==> src/rtl/hdmi_tmds_encoder.sv <==
// TMDS encoder for three video channels (DVI 8b/10b) with an optional
// HDMI video preamble and guard band ahead of every eligible active line.
module hdmi_tmds_encoder #(
    parameter int HDMI_MODE = 1,
    parameter int PRE_LEN   = 8,
    parameter int GB_LEN    = 2
) (
    input  logic        pclk,
    input  logic        reset,
    input  logic [23:0] video_din,
    input  logic        video_hsync,
    input  logic        video_vsync,
    input  logic        video_de,
    output logic [9:0]  tmds_ch0,
    output logic [9:0]  tmds_ch1,
    output logic [9:0]  tmds_ch2,
    output logic        de_out,
    output logic        short_blank
);

    localparam int         LA      = (HDMI_MODE != 0) ? PRE_LEN + GB_LEN : 0;
    localparam logic [4:0] LA5     = 5'(LA);
    localparam logic [3:0] PRE_END = 4'(PRE_LEN - 1);
    localparam logic [3:0] GB_END  = 4'(GB_LEN - 1);
    localparam logic [9:0] CTL_00  = 10'b1101010100;

    typedef enum logic [1:0] {S_IDLE, S_PRE, S_GUARD} state_t;

    function automatic logic [9:0] f_ctl(input logic [1:0] c);
        case (c)
            2'b00:   f_ctl = 10'b1101010100;
            2'b01:   f_ctl = 10'b0010101011;
            2'b10:   f_ctl = 10'b0101010100;
            default: f_ctl = 10'b1010101011;
        endcase
    endfunction

    function automatic logic [8:0] f_qm(input logic [7:0] d);
        logic [3:0] n1;
        logic       xn;
        logic [8:0] q;
        n1 = '0;
        for (int i = 0; i < 8; i++) n1 = n1 + {3'b000, d[i]};
        xn   = (n1 > 4'd4) || (n1 == 4'd4 && !d[0]);
        q    = '0;
        q[0] = d[0];
        for (int i = 1; i < 8; i++) q[i] = xn ? ~(q[i-1] ^ d[i]) : (q[i-1] ^ d[i]);
        q[8] = ~xn;
        return q;
    endfunction

    logic        r_prev_de;
    logic [4:0]  r_blank;
    state_t      r_state, w_nstate;
    logic [3:0]  r_cnt, w_ncnt;
    logic        w_rise, w_ok, w_start, w_sb;

    assign w_rise  = video_de & ~r_prev_de;
    assign w_ok    = (HDMI_MODE != 0) && (r_blank == LA5) && (r_state == S_IDLE);
    assign w_start = w_rise & w_ok;
    assign w_sb    = w_rise & ~w_ok & (HDMI_MODE != 0);

    always_ff @(posedge pclk or posedge reset) begin
        if (reset) begin
            r_prev_de <= 1'b0;
            r_blank   <= LA5;
            r_state   <= S_IDLE;
            r_cnt     <= '0;
        end else begin
            r_prev_de <= video_de;
            if (video_de)
                r_blank <= '0;
            else if (r_blank != LA5)
                r_blank <= r_blank + 5'd1;
            r_state <= w_nstate;
            r_cnt   <= w_ncnt;
        end
    end

    // Preamble starts the cycle after the rise so the last guard lands just before the pixel
    always_comb begin
        w_nstate = r_state;
        w_ncnt   = r_cnt;
        case (r_state)
            S_IDLE: begin
                if (w_start) begin
                    w_nstate = S_PRE;
                    w_ncnt   = '0;
                end
            end
            S_PRE: begin
                if (r_cnt == PRE_END) begin
                    w_nstate = S_GUARD;
                    w_ncnt   = '0;
                end else begin
                    w_ncnt = r_cnt + 4'd1;
                end
            end
            S_GUARD: begin
                if (r_cnt == GB_END) begin
                    w_nstate = S_IDLE;
                    w_ncnt   = '0;
                end else begin
                    w_ncnt = r_cnt + 4'd1;
                end
            end
            default: begin
                w_nstate = S_IDLE;
                w_ncnt   = '0;
            end
        endcase
    end

    logic [27:0] w_tap, w_dly;
    assign w_tap = {w_sb, video_de, video_vsync, video_hsync, video_din};

    if (LA == 0) begin : g_nodly
        assign w_dly = w_tap;
    end else begin : g_dly
        logic [27:0] r_dly [LA];
        always_ff @(posedge pclk or posedge reset) begin
            if (reset) begin
                for (int i = 0; i < LA; i++) r_dly[i] <= '0;
            end else begin
                r_dly[0] <= w_tap;
                for (int i = 1; i < LA; i++) r_dly[i] <= r_dly[i-1];
            end
        end
        assign w_dly = r_dly[LA-1];
    end

    logic [8:0] r_qm [3];
    logic       r_de1, r_hs1, r_vs1, r_sb1;

    always_ff @(posedge pclk or posedge reset) begin
        if (reset) begin
            for (int i = 0; i < 3; i++) r_qm[i] <= '0;
            r_de1 <= 1'b0;
            r_hs1 <= 1'b0;
            r_vs1 <= 1'b0;
            r_sb1 <= 1'b0;
        end else begin
            for (int i = 0; i < 3; i++) r_qm[i] <= f_qm(w_dly[8*i +: 8]);
            r_de1 <= w_dly[26];
            r_vs1 <= w_dly[25];
            r_hs1 <= w_dly[24];
            r_sb1 <= w_dly[27];
        end
    end

    logic w_pre, w_gb;
    assign w_pre = (r_state == S_PRE);
    assign w_gb  = (r_state == S_GUARD);

    for (genvar g = 0; g < 3; g++) begin : g_ch
        localparam logic [9:0] GUARD = (g == 1) ? 10'b0100110011 : 10'b1011001100;
        logic [8:0]        w_qm;
        logic [3:0]        w_n1;
        logic signed [5:0] w_bal, w_two, w_ndisp, r_disp;
        logic [1:0]        w_ctl;
        logic [9:0]        w_sym, r_out;

        assign w_qm = r_qm[g];

        // Running disparity is kept as ones minus zeros of the emitted symbols
        always_comb begin
            w_n1 = '0;
            for (int b = 0; b < 8; b++) w_n1 = w_n1 + {3'b000, w_qm[b]};
            w_bal   = $signed({1'b0, w_n1, 1'b0}) - 6'sd8;
            w_two   = w_qm[8] ? 6'sd2 : 6'sd0;
            w_sym   = '0;
            w_ndisp = r_disp;
            if (r_disp == 6'sd0 || w_n1 == 4'd4) begin
                w_sym   = {~w_qm[8], w_qm[8], w_qm[8] ? w_qm[7:0] : ~w_qm[7:0]};
                w_ndisp = w_qm[8] ? r_disp + w_bal : r_disp - w_bal;
            end else if (r_disp[5] == (w_n1 < 4'd4)) begin
                w_sym   = {1'b1, w_qm[8], ~w_qm[7:0]};
                w_ndisp = r_disp + w_two - w_bal;
            end else begin
                w_sym   = {1'b0, w_qm[8], w_qm[7:0]};
                w_ndisp = r_disp + w_two - 6'sd2 + w_bal;
            end
            w_ctl = 2'b00;
            if (g == 0)
                w_ctl = {r_vs1, r_hs1};
            else if (w_pre)
                w_ctl = 2'b01;
        end

        always_ff @(posedge pclk or posedge reset) begin
            if (reset) begin
                r_disp <= '0;
                r_out  <= CTL_00;
            end else if (w_gb) begin
                r_disp <= '0;
                r_out  <= GUARD;
            end else if (r_de1) begin
                r_disp <= w_ndisp;
                r_out  <= w_sym;
            end else begin
                r_disp <= '0;
                r_out  <= f_ctl(w_ctl);
            end
        end
    end

    logic r_de_o, r_sb_o;

    always_ff @(posedge pclk or posedge reset) begin
        if (reset) begin
            r_de_o <= 1'b0;
            r_sb_o <= 1'b0;
        end else begin
            r_de_o <= r_de1 & ~w_gb;
            r_sb_o <= r_sb1;
        end
    end

    assign tmds_ch0    = g_ch[0].r_out;
    assign tmds_ch1    = g_ch[1].r_out;
    assign tmds_ch2    = g_ch[2].r_out;
    assign de_out      = r_de_o;
    assign short_blank = r_sb_o;

endmodule
==> config.mk <==
export PLATFORM = sky130hd
export DESIGN_NAME = hdmi_tmds_encoder
export DESIGN_NICKNAME = d
export VERILOG_FILES = /design/src/rtl/hdmi_tmds_encoder.sv
export SDC_FILE = /design/constraint.sdc
export NUM_CORES = 1
export LEC_CHECK = 0
export BUFFER_PORTS_ARGS = -buffer_cell sky130_fd_sc_hd__buf_2
export CORE_MARGIN = 3
export CORE_UTILIZATION = 65
export CTS_CLUSTER_DIAMETER = 30
export DETAILED_ROUTE_END_ITERATION = 7
export PLACE_DENSITY = 0.83
export SKIP_CTS_REPAIR_TIMING = 1
export SLEW_MARGIN = 15
export SYNTH_ARGS = -nofsm -noshare
export SYNTH_HDL_FRONTEND = slang
export SYNTH_SLANG_ARGS = --single-unit
==> constraint.sdc <==
create_clock -name pclk -period 19.54 [get_ports pclk]
set_input_delay 1.954 -clock pclk [delete_from_list [all_inputs] [get_ports pclk]]
set_output_delay 1.954 -clock pclk [all_outputs]
set_load 0.01 [all_outputs]
==> results.toml <==
[global_routing]
antenna_found_initial = 0
grt_pass1_wl_mm = 46.0
grtUsageTotal = 0.245
grt-ovfl-total = 0
grt_pass1_vias = 8760
grt_max_degree = 116

[worst_setup_path]
crit_slowest_cell = "fa_1"
crit_family = "adder cells"
reg2reg_to = "g_ch[2].r_disp[5]$_DFF_PP0_"
cp_common_cell = "fa_1"
rr_startpoint = "g_ch[2].w_qm[0]$_DFF_PP0_"
worst_setup_path_start_kind = "flop"
reg2reg_slack_ns = 14.47
path_buf_inv = 3
required_ns = 19.95
crit_type = "reg2reg"
cpPeakStageDelay_ns = 0.55
cp_max_fo = 6
rr_worst_depth = 17
worstSetupEndpointType = "flop"
crit_chain = "inv_1 > fa_1 > fa_1 > fa_1 > inv_1 > ha_1 > inv_1 > fa_1 > xnor2_1 > ha_1 > xnor2_1 > ha_1 > a21oi_1 > nor3_1 > o21ai_0 > o32a_1 > o211ai_1"
cp.arrival_ns = 5.48

[sta]
hold_violations = 0
fin_skew_ns = 0.0412
fmax_mhz = 197
relSlewSlack = 0.277
drv_slew = 0
worst_pin_slew_ns = 1.08
rsz0062_at_grt = "false"
period_minus_slack_ns = 5.07
fin_hold_ws_ns = 0.333
finalSetupTns_ns = 0
setup_viol = 0
period_share = 0.259

[final_layout]
layout_common_cells = "dfrtp_1, inv_1, ha_1"
area_growth_pct = 18.7
nFillCells = 1082
fin_cells = 1440
drive_above_1_share = 0.172
mostFrequentLayoutCell = "dfrtp_1"
utilization = 0.794
fin_nets = 1268
antenna_cells = 0

[drt]
vias = 7744
finalWirelength_mm = 27.5
dr.pass1.iters = 5
drt-initial-drc-count = 339
vias_per_cell = 5.38
routedWlPerCell_um = 19.1
drc = 0
ant_nets = 0

[place]
io_buffers = 60
dp_cells = 1336
globalplace.congestion = 0.878
hpwl_mm = 15.6

[synth]
syn_area_per_cell_um2 = 14.0
ys_async_sr_fraction = 1.00
synth-simple-area-share = 0.0442
syn-instance-count = 1010
synth_compound_gate_area_share = 0.0636
synthMuxAreaShare = 0.00547
yosysWarnings = 0
synth_area_um2 = 14200
synthAdderAreaFrac = 0.124
ys_seq_area_frac = 0.652
ys_ff_latch = 369
synth_fp_nets = 1159
synth_edf_count = 0
ys_types = 60
synthXorXnorAreaFrac = 0.0739
synth_flop_cell = "dfrtp_1"
synth_top_family_by_area = "adder cells"

[outcome]
status = "complete, no violations"

[die]
rows = 53
die_x_um = 154
core-area_um2 = 21200
initial_utilization = 0.669
ios = 61
dieArea_um2 = 23600
chipHeight_um = 154

[worst_hold_path]
hold-path-cell-count = 0
worstHoldStart = "g_dly.r_dly[236]$_DFF_PP0_"
min_path_type = "reg2reg"
holdPathEnd = "g_dly.r_dly[208]$_DFF_PP0_"

[job]
max_cap_violations = 0

[cts]
tritoncts = "yes"
clock_path_buffers = 3
cts_max_level = 2
cts-root-buf = "clkbuf_16"
clock-sinks = 369
cts_buffers = 56
clkLatencyLatePin_ns = 0.58
clk_pin_slew_ns = 0.06
synth_stat cells, types with 9 or more instances:
cell,instances,share of area
dfrtp_1,352,0.62
inv_1,122,0.032
ha_1,87,0.077
xnor2_1,74,0.046
nor2_1,50,0.013
a21oi_1,45,0.016
fa_1,33,0.047
nand2_1,31,0.0082
xor2_1,22,0.014
a21o_1,21,0.011
o21ai_0,21,0.0074
dfstp_2,17,0.031
nand3_1,11,0.0039
nor3_1,11,0.0039
clkbuf_1,9,0.0024
routing by layer:
layer  GRT usage  wire, µm  vias to the layer above
met5           0         0                        -
met4      0.0841       754                        0
met3      0.0467      1400                       71
met2       0.434     14600                      235
met1       0.307     10700                     3918
li1            -         -                     3520
cells by family after synthesis:
group                    after synthesis
AO/OA/AOI/OAI                        140
XOR/XNOR                             108
adder cells (fa/ha/maj)              121
buffers and inverters                134
flip-flops                           369
multiplexers                           5
AND/OR/NAND/NOR                      133
worst max path at each step:
stage	start	end	slack [ns]	depth (start not counted)
floorplan	reset	de_out$_DFF_PP0_	7.37	1
global placement	g_ch[1].w_qm[0]$_DFF_PP0_	g_ch[1].r_disp[5]$_DFF_PP0_	14.83	19
detailed placement	g_ch[1].w_qm[0]$_DFF_PP0_	g_ch[1].r_disp[5]$_DFF_PP0_	14.59	19
CTS	g_ch[2].w_qm[0]$_DFF_PP0_	g_ch[2].r_disp[5]$_DFF_PP0_	14.47	17
global route	g_ch[2].w_qm[0]$_DFF_PP0_	g_ch[2].r_disp[5]$_DFF_PP0_	14.08	17
finish	g_ch[2].w_qm[0]$_DFF_PP0_	g_ch[2].r_disp[5]$_DFF_PP0_	14.47	17
cell type report:
cell class	instances	area [µm²]	area share
Clock inverter	41	587	0.0348
Tap cell	275	344	0.0204
Timing Repair Buffer	63	330	0.0196
Multi-Input combinational cell	507	4410	0.262
Sequential cell	369	9260	0.549
Inverter	122	465	0.0276
Clock buffer	63	1450	0.0860
registers in the layout, indices dropped and copies added, names as in the netlist:
signal       cells
g_dly.r_dly    252
r_hs1            1
r_state          2
tmds_ch1        10
tmds_ch0        10
r_blank          5
g_ch.w_qm       27
r_de1            1
tmds_ch2        10
w_dly           28
g_ch.r_disp     15
de_out           1
r_sb1            1
short_blank      1
r_vs1            1
r_cnt            4
stage by stage:
stage,worst slack (ns),area (µm²)
floorplan,7.37,14200
global route,14.08,16800
CTS,14.47,16800
finish,14.47,16800
detailed placement,14.59,14800
global placement,14.83,14800
Power is left out: the tool's default activity adds up to more than one toggle a clock period on the data nets, which glitch-free logic cannot reach.
